## src/rtl/mm_pkg.sv

```systemverilog
// Shared Mastermind datapath types: game state, default geometry, history entry layout.
package mm_pkg;

  localparam int unsigned MM_PEGS    = 4;
  localparam int unsigned MM_COLOR_W = 3;
  localparam int unsigned MM_DEPTH   = 8;
  localparam int unsigned MM_FB_W    = $clog2(MM_PEGS + 1);
  localparam int unsigned MM_TURN_W  = $clog2(MM_DEPTH);

  typedef enum logic [1:0] {
    S_EMPTY = 2'd0,
    S_PLAY  = 2'd1,
    S_DONE  = 2'd2
  } state_e;

  typedef struct packed {
    logic [MM_PEGS*MM_COLOR_W-1:0] guess;
    logic [MM_FB_W-1:0]            exact;
    logic [MM_FB_W-1:0]            near;
  } entry_t;

endpackage

```

## src/rtl/guess_history_mem.sv

```systemverilog
// DEPTH x entry register file: synchronous write, registered read, synchronous clear.
module guess_history_mem #(
  parameter int unsigned DEPTH   = 8,
  parameter int unsigned ENTRY_W = 18,
  parameter int unsigned ADDR_W  = $clog2(DEPTH)
) (
  input  logic               clk,
  input  logic               reset,
  input  logic               clear,
  input  logic               we,
  input  logic [ADDR_W-1:0]  waddr,
  input  logic [ENTRY_W-1:0] wdata,
  input  logic [ADDR_W-1:0]  raddr,
  input  logic               rvalid,
  output logic [ENTRY_W-1:0] rdata
);

  logic [ENTRY_W-1:0] mem_q [DEPTH];

  // Storage array; clear wins over a same-cycle write.
  always_ff @(posedge clk or negedge reset) begin
    if (!reset) begin
      for (int i = 0; i < int'(DEPTH); i++) mem_q[i] <= '0;
    end else if (clear) begin
      for (int i = 0; i < int'(DEPTH); i++) mem_q[i] <= '0;
    end else if (we) begin
      mem_q[waddr] <= wdata;
    end
  end

  // Read port returns zero whenever nothing is selectable.
  always_ff @(posedge clk or negedge reset) begin
    if (!reset) begin
      rdata <= '0;
    end else if (rvalid) begin
      rdata <= mem_q[raddr];
    end else begin
      rdata <= '0;
    end
  end

endmodule

```

## src/rtl/guess_history_buf.sv

```systemverilog
// Guess/feedback history for Mastermind: records scored turns, tracks game
// progress and lets the player browse past turns for the display path.
module guess_history_buf
  import mm_pkg::*;
#(
  parameter int unsigned PEGS    = MM_PEGS,
  parameter int unsigned COLOR_W = MM_COLOR_W,
  parameter int unsigned DEPTH   = MM_DEPTH,
  parameter int unsigned TURN_W  = $clog2(DEPTH),
  parameter int unsigned FB_W    = $clog2(PEGS + 1)
) (
  input  logic                      clk,
  input  logic                      reset,
  input  logic                      clear,
  input  logic                      mode,
  input  logic                      btn_up,
  input  logic                      btn_down,
  input  logic                      store,
  input  logic [PEGS*COLOR_W-1:0]   guess,
  input  logic [FB_W-1:0]           fb_exact,
  input  logic [FB_W-1:0]           fb_near,
  output logic [PEGS*COLOR_W-1:0]   sel_guess,
  output logic [FB_W-1:0]           sel_exact,
  output logic [FB_W-1:0]           sel_near,
  output logic [TURN_W-1:0]         sel_turn,
  output logic                      sel_valid,
  output logic [TURN_W:0]           count,
  output logic                      last_turn,
  output logic                      solved,
  output logic                      done
);

  localparam int unsigned CNT_W = TURN_W + 1;

  typedef struct packed {
    logic [PEGS*COLOR_W-1:0] guess;
    logic [FB_W-1:0]         exact;
    logic [FB_W-1:0]         near;
  } hist_entry_t;

  localparam int unsigned ENTRY_W = $bits(hist_entry_t);

  state_e            state_q;
  logic [TURN_W-1:0] cursor_q;
  hist_entry_t       wr_entry_c;
  hist_entry_t       rd_entry;
  logic              accept_c;
  logic              win_c;
  logic              has_data_c;
  logic [CNT_W-1:0]  count_inc_c;
  logic [TURN_W-1:0] last_idx_c;

  always_comb begin
    has_data_c  = (count != '0);
    accept_c    = store && !mode && (state_q != S_DONE) && !clear;
    win_c       = (fb_exact == FB_W'(PEGS));
    count_inc_c = count + 1'b1;
    last_idx_c  = has_data_c ? TURN_W'(count - 1'b1) : '0;
    wr_entry_c  = '{guess: guess, exact: fb_exact, near: fb_near};
  end

  // Game FSM with count, cursor and flags; clear overrides store and buttons.
  always_ff @(posedge clk or negedge reset) begin
    if (!reset) begin
      state_q   <= S_EMPTY;
      count     <= '0;
      cursor_q  <= '0;
      solved    <= 1'b0;
      last_turn <= 1'b0;
      done      <= 1'b0;
    end else if (clear) begin
      state_q   <= S_EMPTY;
      count     <= '0;
      cursor_q  <= '0;
      solved    <= 1'b0;
      last_turn <= 1'b0;
      done      <= 1'b0;
    end else if (accept_c) begin
      count     <= count_inc_c;
      cursor_q  <= TURN_W'(count);
      solved    <= solved | win_c;
      last_turn <= (count_inc_c == CNT_W'(DEPTH - 1));
      if (win_c || (count_inc_c == CNT_W'(DEPTH))) begin
        state_q <= S_DONE;
        done    <= 1'b1;
      end else begin
        state_q <= S_PLAY;
        done    <= 1'b0;
      end
    end else if (!mode) begin
      cursor_q <= last_idx_c;
    end else if (has_data_c) begin
      // Browse: saturating moves, simultaneous presses cancel.
      if (btn_up && !btn_down && (cursor_q != last_idx_c)) begin
        cursor_q <= cursor_q + 1'b1;
      end else if (btn_down && !btn_up && (cursor_q != '0)) begin
        cursor_q <= cursor_q - 1'b1;
      end
    end
  end

  guess_history_mem #(
    .DEPTH   (DEPTH),
    .ENTRY_W (ENTRY_W),
    .ADDR_W  (TURN_W)
  ) u_mem (
    .clk    (clk),
    .reset  (reset),
    .clear  (clear),
    .we     (accept_c),
    .waddr  (TURN_W'(count)),
    .wdata  (wr_entry_c),
    .raddr  (cursor_q),
    .rvalid (has_data_c),
    .rdata  (rd_entry)
  );

  // Turn index and valid flag follow the read data by the same one cycle.
  always_ff @(posedge clk or negedge reset) begin
    if (!reset) begin
      sel_turn  <= '0;
      sel_valid <= 1'b0;
    end else begin
      sel_turn  <= has_data_c ? cursor_q : '0;
      sel_valid <= has_data_c;
    end
  end

  assign sel_guess = rd_entry.guess;
  assign sel_exact = rd_entry.exact;
  assign sel_near  = rd_entry.near;

endmodule

```

## config.mk

```make
export PLATFORM = sky130hd
export DESIGN_NAME = guess_history_buf
export DESIGN_NICKNAME = d
export VERILOG_FILES = /design/src/rtl/mm_pkg.sv /design/src/rtl/guess_history_mem.sv /design/src/rtl/guess_history_buf.sv
export SDC_FILE = /design/constraint.sdc
export NUM_CORES = 1
export LEC_CHECK = 0
export ABC_AREA = 0
export BUFFER_PORTS_ARGS = -buffer_cell sky130_fd_sc_hd__buf_2
export CORE_MARGIN = 5
export CORE_UTILIZATION = 55
export CTS_CLUSTER_DIAMETER = 100
export CTS_CLUSTER_SIZE = 40
export DETAILED_ROUTE_END_ITERATION = 8
export PLACE_DENSITY = 0.86
export SYNTH_ARGS = -nofsm -noshare
export SYNTH_HDL_FRONTEND = slang
export SYNTH_HIERARCHICAL = 1
export SYNTH_SLANG_ARGS = --single-unit
```

## constraint.sdc

```tcl
create_clock -name clk -period 3.2 [get_ports clk]
set_clock_uncertainty 0.05 [all_clocks]
set_input_delay 0.16 -clock clk [delete_from_list [all_inputs] [get_ports clk]]
set_output_delay 0.16 -clock clk [all_outputs]
set_load 0.02 [all_outputs]
```

==> metrics.txt <==
Routed WL=22700 µm; max incr delay on CP=slightly above 400 ps; Max Cap Viol=0; Final Wtd Congestion=around 0.85; vias per cell=around 6; number of global-route vias before repair=7249; r2r worst-path depth=13; global-route wire length before repair=36600 µm; layout filler cell count=1169; Pleak=4.06 nW; Syn Inst Count=906; synth warn=6; core area=0.0153 mm²; DRT antenna net count=0; hold slack final=23.3 ps; Peak VDD IR=453 µV; Final Critical Period=3050 ps; Final #Nets=961; Netlist Area Pre-Place=0.00865 mm²; flops & latches, synth=177; Pins Over Slew Limit=0; total CTS buffers=17; WP data arrival=3300 ps; largest net degree at the start of global routing=121; Pre-antenna DRT Iters=5; list of most frequent post-synthesis cells=nand2_1 (295), dfrtp_1 (177), a21oi_1 (154); Worst EP required=~3500 ps; Max FO, Critical Path=9; Clock transition at path regs=70 ps; Total GRT Usage=about 26%; hold crit path type=in -> reg; Synth Area per Inst=~9.5 µm²; CP max stage cell=dfrtp_2; FF/Latch Area=0.00443 mm²; WS Path Type=reg -> reg; Peak Freq=0.328 GHz; Setup Viol. Count Final=0; RR Startpoint=count[1]; clock latency on the worst-skew pair=430 ps; final hold violations=0; hpwl dp=between 10000 and 15000 µm; Area growth, synth to finish=11.5%; clock buffer depth=2; fin crit share=95.3%; Post-Place Cells=~1100; ys flop type=dfrtp_1; final core utilization=62.9%; DRC=0; Worst slew margin=26.3%; # rows=45; CP Launch Type=register; worst setup path endpoint=cursor_q[2]; Ports=54; I/O Buffers=53; DR WL/cell=19.6 µm; Critical Path, Cell by Cell=inv_1 > ha_4 > nor3b_4 > inv_4 > a211oi_4 > a21oi_1 > fa_2 > xnor2_1 > a211o_2 > a21oi_2 > o31a_1 > o31ai_1 > mux2_1; share of layout cells above drive strength 1=17.7%; Reg2Reg Setup Slack=roughly 150 ps; CTS tree=done; largest area contributor in the netlist=dfrtp_1; H-Tree Depth=4; status=finished clean; Setup crit start=count[1]; DRT iter0 DRCs=around 1200; Worst R2R End=cursor_q[2]; initial core utilization=56.5%; cell with the most instances after synthesis=nand2_1; Crit. End Element=register; Seq/Total Area, Yosys=51.2%; Root Buffer=clkbuf_16; unique cell type count in the Yosys netlist=52; Post-synth EDFFs=0; GRT overflow=0; chip height=around 140 µm; power per cell area=520 mW/mm²; Mapped Nets=935; die area=0.0183 mm²; ys async rst share=100%; Slew @ Worst Pin=1110 ps; fin cells=between 1000 and 1500; Sink Count=177; Die W=135 µm; synth top area cells=dfrtp_1 (51%), nand2_1 (13%), a21oi_1 (8.9%), mux4_2 (4.7%), buf_4 (2.7%); initial antenna violation count=1; Synth top area share=a little over 50%; vias post-DR=roughly 7000; area occupied by multi-input gates=0.00363 mm²
worst min-delay path by stage:
stage / startpoint / end / slack, ps / depth (start not counted)
finish: guess[3] / u_mem/mem_q[9] / 20 / 3
global route: fb_near[1] / u_mem/mem_q[127] / 20 / 3
CTS: guess[3] / u_mem/mem_q[9] / 8 / 3
detailed placement: reset / u_mem/mem_q[53] / 370 / 1
global placement: reset / solved / 360 / 1
floorplan: reset / count[0] / -190 / 0
timing repair:
item / in CTS / in global routing
buffers inserted: 0 / 1
hold buffers: 14 / 0
setup endpoints to repair: 1 / 1
resized for setup: 1 / 3
hold endpoints to repair: 181 / 0
pin swaps: 0 / 1
stage by stage:
stage	worst slack [ps]	power [mW]	setup TNS, ps	instance area, µm²
6_report	151	5.02	0	9640
5_1_grt	-9.00	5.18	-9.00	9640
4_1_cts	44.6	5.02	0	9610
3_5_place_dp	-64.3	2.92	-64.3	8870
3_3_place_gp	87.3	2.91	0	8870
2_1_floorplan	27.9	2.75	0	8650
layout by cell type (no fill, tap or decap), types with 3 or more instances in the layout:
cell type	count
and4bb_2	4
clkbuf_8	3
nand2b_1	3
mux2i_1	20
a21oi_1	152
a221oi_1	18
nor3_1	3
dfrtp_1	174
nand3_1	3
mux2_2	18
mux4_2	18
dfrtp_2	3
dlygate4sd3_1	14
inv_1	23
nand2_1	295
and4b_1	3
nor2_1	13
nand4bb_1	3
clkbuf_16	17
o21ai_0	20
xnor2_1	7
clkinv_4	3
buf_4	24
nand4b_2	3
buf_2	51
power by group:
group	leakage (nW)	internal [mW]	switching (mW)
combinational	1.32	0.203	0.406
sequential	2.46	2.28	0.0211
clock	0.289	1.22	0.884
critical path: cells and delay by family, from the launching register on:
family          cells  cell delay, ps
compound gates      6            1020
fa+ha+maj           2             570
flops               1             410
mux                 1             300
simple gates        1             250
buf+inv             2             170
xor+xnor            1             160
flip-flops by register name, indices dropped and copies added, names as in the netlist:
signal       cells
u_mem/mem_q    144
count            4
cursor_q         3
state_q          1
sel_turn         3
last_turn        1
sel_valid        1
u_mem/rdata     18
solved           1
done             1
area by class of cell:
class | instances | share of cell area [%]
tap | 211 | 2.74
multi-input combinational | 620 | 37.7
timing repair buffer | 91 | 6.30
sequential | 177 | 46.0
antenna | 1 | 0.0260
inverter | 25 | 1.00
clock inverter | 10 | 1.31
clock buffer | 22 | 4.92
layer usage:
| layer | routed length (µm) | vias to the layer above | GRT usage [%] |
|---|---|---|---|
| li1 | - | 3104 | - |
| met1 | 8730 | 3524 | 32.4 |
| met2 | 11200 | 428 | 41.5 |
| met3 | 2000 | 75 | 5.91 |
| met4 | 786 | 0 | 12.7 |
| met5 | 0 | - | 0 |
cells by family after synthesis:
logic type	count (synthesis)	share of synthesized area, %
multiplexers	58	9.61
AND/OR/NAND/NOR	345	17.5
buffers and inverters	109	6.99
AO/OA/AOI/OAI	206	13.3
adder cells (fa/ha/maj)	4	0.666
flip-flops	177	51.2
XOR/XNOR	7	0.709
Note: power is estimated with default switching activity, not from simulation.
